### config.mk
export PLATFORM = sky130hd
export DESIGN_NAME = i2c_line_conditioner_flat
export DESIGN_NICKNAME = d
export VERILOG_FILES = /design/src/rtl/i2c_line_conditioner_pkg.sv /design/src/rtl/i2c_line_conditioner_if.sv /design/src/rtl/i2c_line_conditioner_glitch_filter.sv /design/src/rtl/i2c_line_conditioner.sv /design/src/flat_wrapper.sv
export SDC_FILE = /design/constraint.sdc
export NUM_CORES = 1
export LEC_CHECK = 0
export BUFFER_PORTS_ARGS = -buffer_cell sky130_fd_sc_hd__buf_2
export CAP_MARGIN = 20
export CELL_PAD_IN_SITES_DETAIL_PLACEMENT = 0
export CELL_PAD_IN_SITES_GLOBAL_PLACEMENT = 1
export CORE_ASPECT_RATIO = 0.6
export CORE_MARGIN = 10
export CORE_UTILIZATION = 45
export DETAILED_ROUTE_END_ITERATION = 8
export PLACE_DENSITY_LB_ADDON = 0.1
export SETUP_SLACK_MARGIN = 0.15
export SYNTH_ARGS = -nofsm -noshare
export SYNTH_HDL_FRONTEND = slang
export SYNTH_HIERARCHICAL = 1
export SYNTH_SLANG_ARGS = --single-unit
### constraint.sdc
create_clock -name clk_clk -period 3.8 [get_ports clk_clk]
set_clock_uncertainty 0.2 [all_clocks]
set_input_delay 0.76 -clock clk_clk [delete_from_list [all_inputs] [get_ports clk_clk]]
set_output_delay 0.76 -clock clk_clk [all_outputs]
set_load 0.005 [all_outputs]
### src/rtl/i2c_line_conditioner_pkg.sv
// i2c_cond_pkg: shared constants and helpers for the I2C line conditioner.
//   SYNC_STAGES_DEF  default synchroniser depth on each raw pad input
//   FILT_CYCLES_DEF  default consecutive-stable count before a filtered line moves
//   STUCK_CYCLES_DEF default low-without-edge time before the bus is flagged hung
//   clog2()          ceil(log2(n)); counter widths are clog2(max_count + 1)
package i2c_cond_pkg;

  localparam int unsigned SYNC_STAGES_DEF  = 2;
  localparam int unsigned FILT_CYCLES_DEF  = 4;
  localparam int unsigned STUCK_CYCLES_DEF = 1250000;

  function automatic int unsigned clog2(input longint unsigned n);
    int unsigned w;
    w = 0;
    while ((64'd1 << w) < n) w++;
    return w;
  endfunction

endpackage

### src/rtl/i2c_line_conditioner_if.sv
// i2c_line_conditioner_if: pad, conduit and monitor signals of the line conditioner.
//   pad_*_in            raw asynchronous pad levels
//   master_*_oe         open-drain enables from the master conduit (1 = pull low)
//   slave_*_oe          open-drain enables from the slave conduit (1 = pull low)
//   pad_*_oe            merged registered pad drive (1 = drive 0)
//   sda_filt/scl_filt   synchronised, glitch-filtered line levels
//   start/stop_pulse    one-cycle bus condition strobes
//   bus_busy/stuck_low  bus state and hang flags
// Modport slave is the conditioner itself; modport master is the surrounding system.
interface i2c_line_conditioner_if;

  logic pad_sda_in;
  logic pad_scl_in;
  logic master_sda_oe;
  logic master_scl_oe;
  logic slave_sda_oe;
  logic slave_scl_oe;
  logic pad_sda_oe;
  logic pad_scl_oe;
  logic sda_filt;
  logic scl_filt;
  logic start_pulse;
  logic stop_pulse;
  logic bus_busy;
  logic stuck_low;

  modport slave (
    input  pad_sda_in, pad_scl_in,
    input  master_sda_oe, master_scl_oe, slave_sda_oe, slave_scl_oe,
    output pad_sda_oe, pad_scl_oe,
    output sda_filt, scl_filt,
    output start_pulse, stop_pulse, bus_busy, stuck_low
  );

  modport master (
    output pad_sda_in, pad_scl_in,
    output master_sda_oe, master_scl_oe, slave_sda_oe, slave_scl_oe,
    input  pad_sda_oe, pad_scl_oe,
    input  sda_filt, scl_filt,
    input  start_pulse, stop_pulse, bus_busy, stuck_low
  );

endinterface

### src/rtl/i2c_line_conditioner_glitch_filter.sv
// i2c_glitch_filter: synchroniser plus stable-count filter for one I2C line.
//   clk, rst    clock and synchronous active-high reset
//   pad_in      raw asynchronous pad level
//   filt        filtered level, moves only after FILT_CYCLES consecutive
//               synchronised samples disagree with it
//   filt_edge   high in the cycle before filt changes (filt flips on the next edge)
module i2c_glitch_filter
  import i2c_cond_pkg::*;
#(
  parameter int unsigned SYNC_STAGES = SYNC_STAGES_DEF,
  parameter int unsigned FILT_CYCLES = FILT_CYCLES_DEF
) (
  input  logic clk,
  input  logic rst,
  input  logic pad_in,
  output logic filt,
  output logic filt_edge
);

  localparam int unsigned      CNT_W    = clog2(FILT_CYCLES + 1);
  localparam logic [CNT_W-1:0] CNT_LAST = CNT_W'(FILT_CYCLES - 1);

  logic [SYNC_STAGES-1:0] sync_p0;
  logic                   sync_out;
  logic [CNT_W-1:0]       stable_cnt;

  // Stage p0: synchroniser chain, idle-high so reset never looks like a START
  always_ff @(posedge clk) begin
    if (rst) sync_p0 <= '1;
    else     sync_p0 <= {sync_p0[SYNC_STAGES-2:0], pad_in};
  end

  assign sync_out = sync_p0[SYNC_STAGES-1];

  // The count holds the number of disagreeing samples already seen, so the
  // FILT_CYCLES-th one arrives while the count sits at FILT_CYCLES-1.
  assign filt_edge = (sync_out != filt) && (stable_cnt == CNT_LAST);

  // Stage p1: stable-count filter
  always_ff @(posedge clk) begin
    if (rst) begin
      filt       <= 1'b1;
      stable_cnt <= '0;
    end else if (sync_out == filt) begin
      stable_cnt <= '0;
    end else if (filt_edge) begin
      filt       <= sync_out;
      stable_cnt <= '0;
    end else begin
      stable_cnt <= stable_cnt + 1'b1;
    end
  end

endmodule

### src/rtl/i2c_line_conditioner.sv
// i2c_line_conditioner: pin-side conditioning between the I2C pads and the
// master/slave conduits.
//   clk_clk      system clock
//   reset_reset  synchronous active-high reset
//   bus          i2c_line_conditioner_if.slave: pad levels in, conduit enables in,
//                merged pad drive, filtered levels, START/STOP strobes,
//                bus_busy and stuck_low out
// The block only monitors the bus; recovery from a hang is left to firmware.
module i2c_line_conditioner
  import i2c_cond_pkg::*;
#(
  parameter int unsigned SYNC_STAGES  = SYNC_STAGES_DEF,
  parameter int unsigned FILT_CYCLES  = FILT_CYCLES_DEF,
  parameter int unsigned STUCK_CYCLES = STUCK_CYCLES_DEF
) (
  input logic                   clk_clk,
  input logic                   reset_reset,
  i2c_line_conditioner_if.slave bus
);

  localparam int unsigned        STUCK_W   = clog2(STUCK_CYCLES + 1);
  localparam logic [STUCK_W-1:0] STUCK_MAX = STUCK_W'(STUCK_CYCLES);

  logic               sda_filt_p0;
  logic               scl_filt_p0;
  logic               sda_edge;
  logic               scl_edge;
  logic               sda_d_p1;
  logic               scl_d_p1;
  logic               start_det;
  logic               stop_det;
  logic               both_high;
  logic               stuck_rise;
  logic [STUCK_W-1:0] stuck_cnt;
  logic [STUCK_W-1:0] stuck_cnt_nxt;
  logic               start_p1;
  logic               stop_p1;
  logic               busy;
  logic               stuck;

  i2c_glitch_filter #(
    .SYNC_STAGES (SYNC_STAGES),
    .FILT_CYCLES (FILT_CYCLES)
  ) u_sda_filter (
    .clk       (clk_clk),
    .rst       (reset_reset),
    .pad_in    (bus.pad_sda_in),
    .filt      (sda_filt_p0),
    .filt_edge (sda_edge)
  );

  i2c_glitch_filter #(
    .SYNC_STAGES (SYNC_STAGES),
    .FILT_CYCLES (FILT_CYCLES)
  ) u_scl_filter (
    .clk       (clk_clk),
    .rst       (reset_reset),
    .pad_in    (bus.pad_scl_in),
    .filt      (scl_filt_p0),
    .filt_edge (scl_edge)
  );

  // Stage p0: merged open-drain drive; nothing else may pull the pads
  always_ff @(posedge clk_clk) begin
    if (reset_reset) begin
      bus.pad_sda_oe <= 1'b0;
      bus.pad_scl_oe <= 1'b0;
    end else begin
      bus.pad_sda_oe <= bus.master_sda_oe | bus.slave_sda_oe;
      bus.pad_scl_oe <= bus.master_scl_oe | bus.slave_scl_oe;
    end
  end

  // SCL must be high and unchanged across the SDA transition, so a
  // simultaneous SDA/SCL change can never qualify as START or STOP.
  assign start_det = sda_d_p1 & ~sda_filt_p0 & scl_d_p1 & scl_filt_p0;
  assign stop_det  = ~sda_d_p1 & sda_filt_p0 & scl_d_p1 & scl_filt_p0;
  assign both_high = sda_filt_p0 & scl_filt_p0;

  // Filter edge strobes clear the count on the same edge the line moves, so
  // the hang time is measured from the filtered transition itself.
  always_comb begin
    stuck_cnt_nxt = stuck_cnt;
    if (both_high || sda_edge || scl_edge) stuck_cnt_nxt = '0;
    else if (stuck_cnt != STUCK_MAX)       stuck_cnt_nxt = stuck_cnt + 1'b1;
  end

  assign stuck_rise = ~stuck & ~both_high & (stuck_cnt_nxt == STUCK_MAX);

  // Stage p1: event strobes, busy flag and stuck monitor
  always_ff @(posedge clk_clk) begin
    if (reset_reset) begin
      sda_d_p1  <= 1'b1;
      scl_d_p1  <= 1'b1;
      start_p1  <= 1'b0;
      stop_p1   <= 1'b0;
      busy      <= 1'b0;
      stuck     <= 1'b0;
      stuck_cnt <= '0;
    end else begin
      sda_d_p1  <= sda_filt_p0;
      scl_d_p1  <= scl_filt_p0;
      start_p1  <= start_det;
      stop_p1   <= stop_det;
      stuck_cnt <= stuck_cnt_nxt;
      if (stop_det || stuck_rise) busy <= 1'b0;
      else if (start_det)         busy <= 1'b1;
      if (both_high)       stuck <= 1'b0;
      else if (stuck_rise) stuck <= 1'b1;
    end
  end

  assign bus.sda_filt    = sda_filt_p0;
  assign bus.scl_filt    = scl_filt_p0;
  assign bus.start_pulse = start_p1;
  assign bus.stop_pulse  = stop_p1;
  assign bus.bus_busy    = busy;
  assign bus.stuck_low   = stuck;

endmodule

### src/flat_wrapper.sv
// flat-port wrapper written by rule: the top's interface ports become plain ports
module i2c_line_conditioner_flat import i2c_cond_pkg::*;
#(
  parameter int unsigned SYNC_STAGES  = SYNC_STAGES_DEF,
  parameter int unsigned FILT_CYCLES  = FILT_CYCLES_DEF,
  parameter int unsigned STUCK_CYCLES = STUCK_CYCLES_DEF
)
  (clk_clk, reset_reset, bus_pad_sda_in, bus_pad_scl_in, bus_master_sda_oe, bus_master_scl_oe, bus_slave_sda_oe, bus_slave_scl_oe, bus_pad_sda_oe, bus_pad_scl_oe, bus_sda_filt, bus_scl_filt, bus_start_pulse, bus_stop_pulse, bus_bus_busy, bus_stuck_low);
  i2c_line_conditioner_if bus_i ();
  input logic clk_clk;
  input logic reset_reset;
  input wire logic [$bits(bus_i.pad_sda_in)-1:0] bus_pad_sda_in;
  input wire logic [$bits(bus_i.pad_scl_in)-1:0] bus_pad_scl_in;
  input wire logic [$bits(bus_i.master_sda_oe)-1:0] bus_master_sda_oe;
  input wire logic [$bits(bus_i.master_scl_oe)-1:0] bus_master_scl_oe;
  input wire logic [$bits(bus_i.slave_sda_oe)-1:0] bus_slave_sda_oe;
  input wire logic [$bits(bus_i.slave_scl_oe)-1:0] bus_slave_scl_oe;
  output wire logic [$bits(bus_i.pad_sda_oe)-1:0] bus_pad_sda_oe;
  output wire logic [$bits(bus_i.pad_scl_oe)-1:0] bus_pad_scl_oe;
  output wire logic [$bits(bus_i.sda_filt)-1:0] bus_sda_filt;
  output wire logic [$bits(bus_i.scl_filt)-1:0] bus_scl_filt;
  output wire logic [$bits(bus_i.start_pulse)-1:0] bus_start_pulse;
  output wire logic [$bits(bus_i.stop_pulse)-1:0] bus_stop_pulse;
  output wire logic [$bits(bus_i.bus_busy)-1:0] bus_bus_busy;
  output wire logic [$bits(bus_i.stuck_low)-1:0] bus_stuck_low;
  assign bus_i.pad_sda_in = bus_pad_sda_in;
  assign bus_i.pad_scl_in = bus_pad_scl_in;
  assign bus_i.master_sda_oe = bus_master_sda_oe;
  assign bus_i.master_scl_oe = bus_master_scl_oe;
  assign bus_i.slave_sda_oe = bus_slave_sda_oe;
  assign bus_i.slave_scl_oe = bus_slave_scl_oe;
  assign bus_pad_sda_oe = bus_i.pad_sda_oe;
  assign bus_pad_scl_oe = bus_i.pad_scl_oe;
  assign bus_sda_filt = bus_i.sda_filt;
  assign bus_scl_filt = bus_i.scl_filt;
  assign bus_start_pulse = bus_i.start_pulse;
  assign bus_stop_pulse = bus_i.stop_pulse;
  assign bus_bus_busy = bus_i.bus_busy;
  assign bus_stuck_low = bus_i.stuck_low;
  i2c_line_conditioner #(.SYNC_STAGES(SYNC_STAGES), .FILT_CYCLES(FILT_CYCLES), .STUCK_CYCLES(STUCK_CYCLES)) u_core (.clk_clk(clk_clk), .reset_reset(reset_reset), .bus(bus_i));
endmodule
==> summary.txt <==
Run status
  – Status: finished, final reports clean

Floorplan
  – IO Count: 16
  – Initial Util: 48.1%
  – Row cnt: 18
  – Core area: 4230 um^2
  – Die X: 107 um
  – Die area: 7710 um^2
  – Chip height: 72.1 um

Run
  – Max_cap viols: 0

CTS
  – H-tree depth: 2
  – Post-CTS sizing: 0
  – Clk slew on worst S/H paths: 80 ps
  – Clock Latency Late Sink: 290 ps
  – Setup Buffers After CTS: 0
  – TritonCTS Sinks: 41
  – CTS Buf Count: 5
  – CTS tree: built
  – CTS Root Cell: clkbuf_8
  – CTS hold repair buffers: 0
  – Clock Path Buffers: 2

Placement
  – Port bufs: 15
  – HPWL after DPL: 3500 um
  – Placed insts: 293
  – Routability cong.: 0.862

Synth
  – Flops & latches, synth: 41
  – Mapped Nets: 243
  – Count of cell types in the netlist: 46
  – Post-Syn Area per Cell: 8.89 um^2
  – Syn. warnings: 6
  – Post-synthesis cell area: 2040 um^2
  – Cell count after synthesis: 229
  – Number of synthesized flops with an enable pin: 0
  – Ys flop type: dfxtp_1
  – Ys async rst share: 0%
  – Seq/Total Area, Yosys: 40.3%

Final layout
  – Diode count: 0
  – Area Growth Syn to Fin: 8.60%
  – Most frequent cells in the layout: 41 x dfxtp_1, 23 x nor2_1, 15 x buf_2
  – Nets@finish: 254
  – Proportion of layout cells with a drive suffix above 1: 15.8%
  – Most common cell after layout, fill and taps aside: dfxtp_1
  – Layout fillers: 422
  – Non-Filler Instances: 301

Routing
  – Total routed wirelength: 4750 um
  – Pre-antenna DRT Iters: 4
  – Vias: 1752
  – Drt wl/cell: 15.8 um
  – DR vias/cell: 5.82
  – Post-DRT Antenna Nets: 0
  – Detailed Route Iter0 Violations: 181
  – DR DRC count: 0

STA
  – Final setup TNS: 0 ps
  – Fmax: 0.320 GHz
  – Fin crit period: 3120 ps
  – Rel. slew slack: 48.8%
  – Hold Fails Final Rpt: 0
  – Final setup viols: 0
  – Tcrit/Tclk final: 82.1%
  – Max-slew violations: 0
  – Worst Tran Pin Value: 761 ps
  – RSZ-0062 raised after global routing: no

Power
  – VDD IR max: 0.173 mV
  – Power per cell area: 343 nW/um^2
  – Leakage power: 0.737 nW

GRT
  – Vias in the first global route: 1542
  – Tot GR Track Use: 12.3%
  – Global route overflow: 0
  – Largest net degree at the start of global routing: 24
  – First-pass GRT wire length: 7740 um
  – Initial antenna violation count: 0

Worst setup path
  – Crit Path Category: reg -> reg
  – CP Capture Type: flip-flop
  – CP required: 3790 ps
  – Minimum setup slack among reg-to-reg paths: 680 ps
  – Crit path DAT: 3110 ps
  – Worst setup startpoint: u_core/u_sda_filter/stable_cnt[0]
  – Worst setup SP type: flip-flop
  – Crit Path Max Fanout: 6
  – Worst r2r src: u_core/u_sda_filter/stable_cnt[0]

Min path
  – Worst hold path class: reg -> reg
  – Hold_sp: u_core/u_sda_filter/sync_p0[0]
[area by class of cell]
cell class,count,area [um^2],share of cell area (%)
tap,60,75.1,3.39
clock buffer,7,96.3,4.36
inverter,6,22.5,1.02
clock inverter,1,5.00,0.226
sequential,41,821,37.1
multi-input combinational,171,1120,50.5
timing repair buffer,15,75.1,3.39
[per-stage QoR]
stage          hold slack, ps  power [mW]  cell area (um^2)  setup slack (ps)  util, %
2_1_floorplan             189       0.452              2040              1010        -
3_3_place_gp              192       0.458              2110               897     49.9
3_5_place_dp              206       0.459              2110               763     49.9
4_1_cts                   224       0.765              2210               732     52.2
5_1_grt                   238       0.790              2210               521     52.2
6_report                  220       0.758              2210               678     52.2
[per-layer routing]
metal / routed length (um) / track usage (%) / up-vias
met3: 501 / 4.06 / 4
met5: 0 / 0 / -
met2: 1910 / 16.4 / 75
met1: 2310 / 17.8 / 817
li1: - / - / 856
met4: 35 / 3.89 / 0
[path summary, 6_finish.rpt]
kind | cells after the start | to
max | 9 | u_core/bus.bus_busy
min | 1 | u_core/u_sda_filter/sync_p0[1]
max reg2reg | 9 | u_core/bus.bus_busy
min reg2reg | 1 | u_core/u_sda_filter/sync_p0[1]
[synth_stat cells, types with 5 or more instances]
cell      instances  share of area, %
dfxtp_1          41                40
nor2_1           23               4.2
a21oi_1          12               2.9
nand3_1          12               2.9
nand2_1          10               1.8
nor4_1           10               3.1
xnor2_1           9               3.9
xor2_1            9               3.9
o21ai_0           8               2.0
nand4_1           7               2.1
ha_1              6               3.7
inv_1             6               1.1
nor2b_1           6               1.8
or2_2             6               1.8
clkbuf_1          5              0.92
or3_1             5               1.5
[report_power, final]
group	internal [mW]	switching [mW]	leakage (nW)
sequential	0.433	0.00154	0.332
clock	0.164	0.145	0.0542
combinational	0.00657	0.00758	0.351
total	0.604	0.154	0.737
[worst max-delay path, cell delays in order, from the launching register on]
cell	delay (ps)
dfxtp_1	320
ha_1	200
ha_1	260
nor2b_1	180
a211o_1	380
nor3_1	180
nor4bb_1	350
o211ai_1	130
or4_1	530
o31a_1	280
[state kept, by name, indices dropped and copies added (netlist names)]
signal,count
u_core/bus.bus_busy,1
u_core/bus.pad_scl_oe,1
u_core/bus.pad_sda_oe,1
u_core/bus.start_pulse,1
u_core/bus.stop_pulse,1
u_core/bus.stuck_low,1
u_core/scl_d_p1,1
u_core/sda_d_p1,1
u_core/stuck_cnt,21
u_core/u_scl_filter/filt,1
u_core/u_scl_filter/stable_cnt,3
u_core/u_scl_filter/sync_p0,2
u_core/u_sda_filter/filt,1
u_core/u_sda_filter/stable_cnt,3
u_core/u_sda_filter/sync_p0,2
[kinds of logic (layout without fill, tap and decap cells)]
family | count (synthesis) | count (layout) | synth area share [%]
and+or+nand+nor | 109 | 109 | 31.4
xor gates and xnor gates | 18 | 18 | 7.74
DFF | 41 | 41 | 40.3
buffers and inverters | 17 | 29 | 4.85
AOI/OAI and AO/OA | 38 | 38 | 12.0
adders and majority gates | 6 | 6 | 3.69
Note: power is estimated with default switching activity, not from simulation.
